--- config.mk ---
export PLATFORM = sky130hd
export DESIGN_NAME = fetch_stage
export DESIGN_NICKNAME = d
export VERILOG_FILES = /design/src/rtl/fetch_stage_pkg.sv /design/src/rtl/fetch_stage_ifid_reg.sv /design/src/rtl/fetch_stage.sv
export SDC_FILE = /design/constraint.sdc
export NUM_CORES = 1
export LEC_CHECK = 0
export ABC_AREA = 1
export ABC_CLOCK_PERIOD_IN_PS = 1800
export CAP_MARGIN = 10
export CORE_ASPECT_RATIO = 0.5
export CORE_MARGIN = 5
export CORE_UTILIZATION = 63
export CTS_CLUSTER_DIAMETER = 60
export DETAILED_ROUTE_END_ITERATION = 6
export DONT_BUFFER_PORTS = 1
export GPL_TIMING_DRIVEN = 0
export MAX_ROUTING_LAYER = met4
export PLACE_DENSITY = 0.79
export SKIP_CTS_REPAIR_TIMING = 1
export SLEW_MARGIN = 5
export SYNTH_ARGS = -nofsm -noshare
export SYNTH_HDL_FRONTEND = slang
export SYNTH_SLANG_ARGS = --single-unit
--- constraint.sdc ---
create_clock -name clk -period 1.8 [get_ports clk]
set_input_delay 0.45 -clock clk [delete_from_list [all_inputs] [get_ports clk]]
set_output_delay 0.45 -clock clk [all_outputs]
set_load 0.1 [all_outputs]
--- src/rtl/fetch_stage_pkg.sv ---
// Shared definitions for the IF stage: HLT opcode, default NOP word and FSM state encodings.
package fetch_stage_pkg;

  localparam logic [3:0]  OP_HLT        = 4'b1111;
  localparam logic [15:0] NOP_INSTR_DEF = 16'h0000;

  typedef enum logic [1:0] {
    ST_FETCH   = 2'd0,
    ST_HOLD    = 2'd1,
    ST_DISCARD = 2'd2,
    ST_HALT    = 2'd3
  } fetch_state_t;

  function automatic logic is_hlt(input logic [15:0] instr);
    return instr[15:12] == OP_HLT;
  endfunction

endpackage

--- src/rtl/fetch_stage_ifid_reg.sv ---
// IF/ID pipeline register: instruction, its PC and a valid bit.
module ifid_reg
  import fetch_stage_pkg::*;
#(
  parameter logic [15:0] NOP_INSTR = NOP_INSTR_DEF
) (
  input  logic        clk,
  input  logic        rst_n,
  input  logic        load,
  input  logic        hold,
  input  logic        flush,
  input  logic [15:0] next_instr,
  input  logic [15:0] next_pc,
  output logic [15:0] instr,
  output logic [15:0] pc,
  output logic        valid
);

  // flush wins over hold so a redirect always kills the wrong-path instruction
  always_ff @(posedge clk) begin
    if (!rst_n) begin
      instr <= NOP_INSTR;
      pc    <= 16'h0000;
      valid <= 1'b0;
    end else if (flush) begin
      instr <= NOP_INSTR;
      valid <= 1'b0;
    end else if (load && !hold) begin
      instr <= next_instr;
      pc    <= next_pc;
      valid <= 1'b1;
    end
  end

endmodule

--- src/rtl/fetch_stage.sv ---
// IF stage: owns the PC, fetches over a variable-latency handshake and fills IF/ID.
// Optional macro FETCH_PERF_CNT_EN adds saturating fetch/flush performance counters.
//
// state   | meaning
// FETCH   | request outstanding at fetch_addr
// HOLD    | response captured in hold buffer while stalled, no request
// DISCARD | redirected with a request in flight; wait for and drop its data
// HALT    | HLT fetched, no requests until a redirect
module fetch_stage
  import fetch_stage_pkg::*;
#(
  parameter logic [15:0] RESET_PC  = 16'h0000,
  parameter logic [15:0] NOP_INSTR = NOP_INSTR_DEF
) (
  input  logic        clk,
  input  logic        rst_n,
  input  logic        stall,
  input  logic        redirect,
  input  logic [15:0] redirect_pc,
  output logic        imem_req,
  output logic [15:0] imem_addr,
  input  logic [15:0] imem_rdata,
  input  logic        imem_valid,
  output logic [15:0] ifid_instr,
  output logic [15:0] ifid_pc,
  output logic        ifid_valid,
  output logic        halted
`ifdef FETCH_PERF_CNT_EN
  ,
  output logic [15:0] perf_fetch_cnt,
  output logic [15:0] perf_flush_cnt
`endif
);

  fetch_state_t state, state_nxt;
  logic [15:0]  pc, pc_nxt;
  logic [15:0]  fetch_addr, fetch_addr_nxt;
  logic [15:0]  hold_buf, hold_buf_nxt;
  logic [15:0]  load_instr;
  logic [15:0]  seq_pc;
  logic         ifid_load;

  assign seq_pc    = fetch_addr + 16'd2;
  assign imem_addr = fetch_addr;
  assign imem_req  = rst_n && ((state == ST_FETCH) || (state == ST_DISCARD));
  assign halted    = (state == ST_HALT);

  always_ff @(posedge clk) begin
    if (!rst_n) begin
      state      <= ST_FETCH;
      pc         <= RESET_PC;
      fetch_addr <= RESET_PC;
      hold_buf   <= NOP_INSTR;
    end else begin
      state      <= state_nxt;
      pc         <= pc_nxt;
      fetch_addr <= fetch_addr_nxt;
      hold_buf   <= hold_buf_nxt;
    end
  end

  always_comb begin
    state_nxt      = state;
    pc_nxt         = pc;
    fetch_addr_nxt = fetch_addr;
    hold_buf_nxt   = hold_buf;
    ifid_load      = 1'b0;
    load_instr     = imem_rdata;

    if (redirect) begin
      pc_nxt       = redirect_pc;
      hold_buf_nxt = NOP_INSTR;
      // an unanswered request keeps the bus at the old address until it completes
      if (((state == ST_FETCH) || (state == ST_DISCARD)) && !imem_valid) begin
        state_nxt = ST_DISCARD;
      end else begin
        state_nxt      = ST_FETCH;
        fetch_addr_nxt = redirect_pc;
      end
    end else begin
      case (state)
        ST_FETCH: begin
          if (imem_valid) begin
            if (stall) begin
              hold_buf_nxt = imem_rdata;
              state_nxt    = ST_HOLD;
            end else begin
              ifid_load = 1'b1;
            end
          end
        end
        ST_HOLD: begin
          if (!stall) begin
            ifid_load  = 1'b1;
            load_instr = hold_buf;
          end
        end
        ST_DISCARD: begin
          if (imem_valid) begin
            fetch_addr_nxt = pc;
            state_nxt      = ST_FETCH;
          end
        end
        default: ;
      endcase

      if (ifid_load) begin
        if (is_hlt(load_instr)) begin
          state_nxt = ST_HALT;
        end else begin
          state_nxt      = ST_FETCH;
          pc_nxt         = seq_pc;
          fetch_addr_nxt = seq_pc;
        end
      end
    end
  end

  ifid_reg #(
    .NOP_INSTR(NOP_INSTR)
  ) u_ifid_reg (
    .clk       (clk),
    .rst_n     (rst_n),
    .load      (ifid_load),
    .hold      (stall),
    .flush     (redirect),
    .next_instr(load_instr),
    .next_pc   (fetch_addr),
    .instr     (ifid_instr),
    .pc        (ifid_pc),
    .valid     (ifid_valid)
  );

`ifdef FETCH_PERF_CNT_EN
  always_ff @(posedge clk) begin
    if (!rst_n) begin
      perf_fetch_cnt <= 16'h0000;
      perf_flush_cnt <= 16'h0000;
    end else begin
      if (ifid_load && !redirect && (perf_fetch_cnt != 16'hFFFF))
        perf_fetch_cnt <= perf_fetch_cnt + 16'd1;
      if (redirect && (perf_flush_cnt != 16'hFFFF))
        perf_flush_cnt <= perf_flush_cnt + 16'd1;
    end
  end
`endif

endmodule

## Word level (Yosys, flattened, before mapping)

Cells that the tools add are included.

- Register bits after elaboration: 83
- Input bits: 37
- Output and inout port bits: 51
- Word-level logic and storage cells: 58

- Add/subtract/negate cells: 1
- Equality and inequality tests: 9
- Multiplexer cells: 25
- Bitwise operators: 2
- Reductions and logical operators: 14

Operator list:

| operator | number |
|---|---|
| 2-to-1 mux 16 bit | 12 |
| adder 16 x 2 -> 16 bit, second input constant | 1 |
| 2-to-1 mux 2 bit | 7 |
| inequality test 4 x 3 -> 1 bit, second input constant | 3 |
| AND reduction 2 bit | 3 |
| equality test 2 bit, second input constant | 2 |
| equality test 4 bit, second input constant | 1 |
| 2-to-1 mux 1 bit | 4 |
| inequality test 2 bit, second input constant | 2 |
| one-hot mux 2 bit (2 select lines) | 1 |
| AND reduction 4 bit | 1 |
| nonzero test 4 bit | 1 |
| logical AND 1 bit | 3 |
| equality test 2 x 1 -> 1 bit, second input constant | 1 |
| zero test 1 bit | 2 |
| zero test 2 bit | 1 |
| NOT 1 bit | 2 |
| one-hot mux 1 bit (2 select lines) | 1 |
| nonzero test 2 bit | 1 |
| OR reduction 2 bit | 1 |
| logical OR 1 bit | 1 |

## Longest topological paths before layout

Gate-level depths: netlist of the first run.

- Word-level depth: 7
- Mapped depth: 13
- Depth with buffers taken out: 12

## Cells and area by module

From an unflattened synthesis of the first run, not the netlist that was laid out.

- Cell total of the unflattened synthesis: 677
- Area total of the unflattened synthesis: 4519.3 um^2

By module, submodules not included:

| module | instances | cells an instance | area an instance (um^2) | sequential area each (um^2) |
|---|---|---|---|---|
| fetch_stage | 1 | 500 | 3255.6 | 1001.0 |
| ifid_reg | 1 | 177 | 1263.7 | 660.6 |

## Worst setup path after synthesis of the first run

No wires, ideal clock.

- Path type: input to output
- Start: input rst_n
- End: output imem_req
- Arrival time: 2.132 ns
- Data required time: 1.350 ns
- Path slack: -0.782 ns
- Stages on the path: 4
- Path buffers: 2
- Path through: inv_1 -> clkbuf_1 -> clkbuf_1 -> nor2_1

- Longest elaborated chain between the ends: 1

RTL lines:

| what | line | source |
|---|---|---|
| start: declaration | fetch_stage.sv:16 | `input logic rst_n,` |
| logical AND 1 bit | fetch_stage.sv:45 | `assign imem_req = rst_n && ((state == ST_FETCH) \|\| (state == ST_DISCARD));` |
| end: declaration | fetch_stage.sv:20 | `output logic imem_req,` |

Every way passes these cells.

## Worst setup path in the final report of the first run

Ends and elaborated chain as after synthesis.

==> key figures, run 1 <==
Power and ir drop
  – Areal power density over the cells: roughly 1100 mW/mm2
  – Maximum VDD drop: 0.000724 V
  – Leak pwr: 1.98 nW

Worst setup path
  – Critical path endpoint: imem_req
  – First element of the critical path: rst_n
  – Number of cells traversed by the worst register-to-register path: 11
  – Worst flop-to-flop path endpoint: pc[14]
  – Internal reg-to-reg setup slack: -0.02 ns
  – Critical path class: in2out
  – Arr. time, crit path: 1.38 ns
  – Origin of the critical flop-to-flop path: state[0]
  – Startpoint type of the worst setup path: input port
  – Data required time of the critical path: around 1.4 ns
  – CP endpoint kind: primary output
  – Largest driver fanout on the critical path: 10

Cells and area
  – Number of diodes added for antenna fixing: 0
  – Syn-to-layout area delta: 17.6%
  – Sequential cell area in the final layout: between 0.0015 and 0.002 mm2
  – Fraction of layout cells with a size suffix above 1: 0.165
  – Area occupied by multi-input gates: between 0.002 and 0.0025 mm2
  – Layout fillers: 469
  – Commonest non-fill, non-tap cells in the layout: 117 x sky130_fd_sc_hd__nand2_1, 68 x sky130_fd_sc_hd__nor2_1, 68 x sky130_fd_sc_hd__a21oi_1
  – Number of nets in the layout: 640
  – Final standard cell area without fillers: 0.00473 mm2
  – Most common cell after layout, fill and taps aside: sky130_fd_sc_hd__nand2_1
  – Final std cells w/o fill: about 700

Synth
  – Synth Area per Inst: approximately 6.9 um2
  – Sequential cell area fraction in the yosys report: 0.413
  – Gate count of the mapped netlist: 580
  – Cell area after synthesis: between 0.004 and 0.005 mm2
  – Number of distinct library cells after synthesis: 30
  – Synth Register Bits: 83
  – Synthesis Warnings: 0
  – Net Count, Synth: 618

STA
  – Maximum clock frequency: 0.545 GHz
  – Number of max-slew violations in the final report: 0
  – Finish-stage setup viols: 3
  – Worst setup slack after layout: -0.0333 ns
  – Shortest clock period the worst path allows after layout: 1.83 ns
  – Hold violation count in the final report: 0
  – Worst clock skew: 0.00786 ns
  – Slew at the pin closest to its max-slew limit: ~1.0 ns
  – RSZ-0062 raised after global routing: true
  – Slew HR: 0.330
  – Hold slack: between 0.2 and 0.3 ns
  – Fin crit share: 1.02

Place
  – Number of buffer cells added on primary ports: 0
  – Total placed cells including tap cells: 668
  – Area post-placement: 0.00417 mm2
  – Half-perimeter wire length after detailed placement: 8010 um
  – Routability cong.: 0.942

Min path
  – Startpoint of the lowest-slack hold path: rst_n
  – Worst min path class: in2reg

Clock tree
  – Clock buffers created by TritonCTS: 9
  – Clock edge transition at the registers on the reported setup and hold paths: 0.06 ns
  – Sink count of the clock tree: slightly above 80
  – Number of H-tree levels: 3
  – Buffer cell driving the clock tree root: sky130_fd_sc_hd__clkbuf_16
  – Worst-case clock buffer depth: 2
  – Clock tree from TritonCTS: done
  – Worst-Skew Late Latency: 0.35 ns

Global routing
  – Overall Global Routing Usage: 0.308
  – GRT Residual Overflow: 0
  – Antenna violations before repair: 0
  – Vias in the first global route: about 3900
  – Wire length of the first global-routing pass: 18700 um
  – Pin count of the biggest net entering global routing: 15

Floorplanning
  – I/O pins: slightly below 90
  – Number of cell rows: 20
  – Core outline area: 0.00613 mm2
  – Die area: slightly above 0.008 mm2
  – Initial Util: 0.656
  – Horizontal die dimension: 123 um
  – Vertical die dimension: 66.5 um

Drt
  – Detailed-routing iteration count for the pre-antenna-repair pass: 5
  – WL/cell: 17.7 um
  – Routed wire length: 12300 um
  – Routed via count: around 4200
  – Starting DRT DRC Count: 441
  – Average via count per standard cell: 5.98
  – Antenna Violating Nets Remaining: 0
  – DRC errors left: 0

Status
  – Violated checks: setup timing
  – Status: finished, violations left

Job
  – Number of maximum-capacitance constraint violations: 0
worst min-delay path by stage:
stage | end | slack [ns] | depth (start not counted)
global route | state[1] | 0.27 | 2
detailed placement | hold_buf[5] | 0.44 | 2
CTS | state[1] | 0.25 | 2
global placement | hold_buf[9] | 0.44 | 2
finish | state[1] | 0.26 | 2
floorplan | hold_buf[2] | 0.42 | 2
report_power, final:
part / total (mW) / internal [mW] / switching, mW / leakage (nW)
registers: 2.60 / 1.95 / 0.642 / 0.691
logic: 0.694 / 0.236 / 0.457 / 1.15
clock network: 1.82 / 1.06 / 0.763 / 0.143
total: 5.11 / 3.25 / 1.86 / 1.98
cell families after synthesis:
family	after synthesis	synth area share
fa+ha+maj	1	0.00311
compound gates	153	0.203
simple gates	257	0.265
xor+xnor	9	0.0196
mux	10	0.0258
buf+inv	67	0.0703
flops	83	0.413
layer usage:
layer / part of all wire / global-route usage / wire length [um]
met5: 0 / - / 0
met4: 0.027 / 0.101 / 335
met3: 0.10 / 0.122 / 1290
met2: 0.46 / 0.497 / 5700
met1: 0.40 / 0.357 / 4940
metrics by stage:
stage	util	total power, mW	worst slack, ns	TNS [ns]
after global placement	0.681	3.22	-0.425	-6.57
final	0.771	5.11	-0.0333	-0.0533
after global routing	0.771	5.32	-0.0927	-0.629
after CTS	0.729	5.04	-0.433	-7.79
after detailed placement	0.681	3.24	-0.411	-7.34
after floorplan	-	3.07	-0.0292	-0.0292
Yosys cell counts, drive strengths merged:
library cell | number | area, um2
or2 | 2 | 12.5
o21a | 2 | 15.0
dfxtp | 83 | 1660
a21oi | 69 | 357
buf | 11 | 72.6
inv | 33 | 124
nor3 | 3 | 15.0
clkbuf | 23 | 86.3
nand4 | 4 | 25.0
o21ai | 62 | 310
a31oi | 14 | 87.6
mux2 | 3 | 33.8
ha | 1 | 12.5
o32ai | 1 | 8.76
xnor2 | 4 | 35.0
mux2i | 7 | 70.1
nor3b | 1 | 7.51
o211ai | 5 | 37.5
nand2 | 130 | 505
nand3 | 38 | 190
xor2 | 5 | 43.8
nor2 | 79 | 309
sequential cells by signal, indices dropped and copies added, names as in the netlist:
| register | cells |
|---|---|
| hold_buf | 16 |
| state | 2 |
| u_ifid_reg.valid | 1 |
| u_ifid_reg.pc | 16 |
| imem_addr | 16 |
| pc | 16 |
| u_ifid_reg.instr | 16 |
area by class of cell:
cell class,instances,area share
multi-input cells,430,0.465
clock buffers,11,0.0558
repair buffers,11,0.0177
well taps,88,0.0233
plain buffers,34,0.0397
inverters,33,0.0270
clock inverters,5,0.00714
flip-flops and latches,83,0.364
worst max-delay path, cell delays in order:
cell and delay [ns]:
sky130_fd_sc_hd__inv_1 0.03, sky130_fd_sc_hd__clkbuf_4 0.21, sky130_fd_sc_hd__buf_6 0.18, sky130_fd_sc_hd__nor2_4 0.51
No activity file was read; power rests on OpenSTA's default activity.
==> run 2, diff against run 1 <==
--- a/config.mk
+++ b/config.mk
@@ -7,7 +7,6 @@
 export LEC_CHECK = 0
 export ABC_AREA = 1
 export ABC_CLOCK_PERIOD_IN_PS = 1800
-export CAP_MARGIN = 10
 export CORE_ASPECT_RATIO = 0.5
 export CORE_MARGIN = 5
 export CORE_UTILIZATION = 63
==> results of run 2 <==
Same layout as run 1: the final DEF is identical, and so are final timing and power.
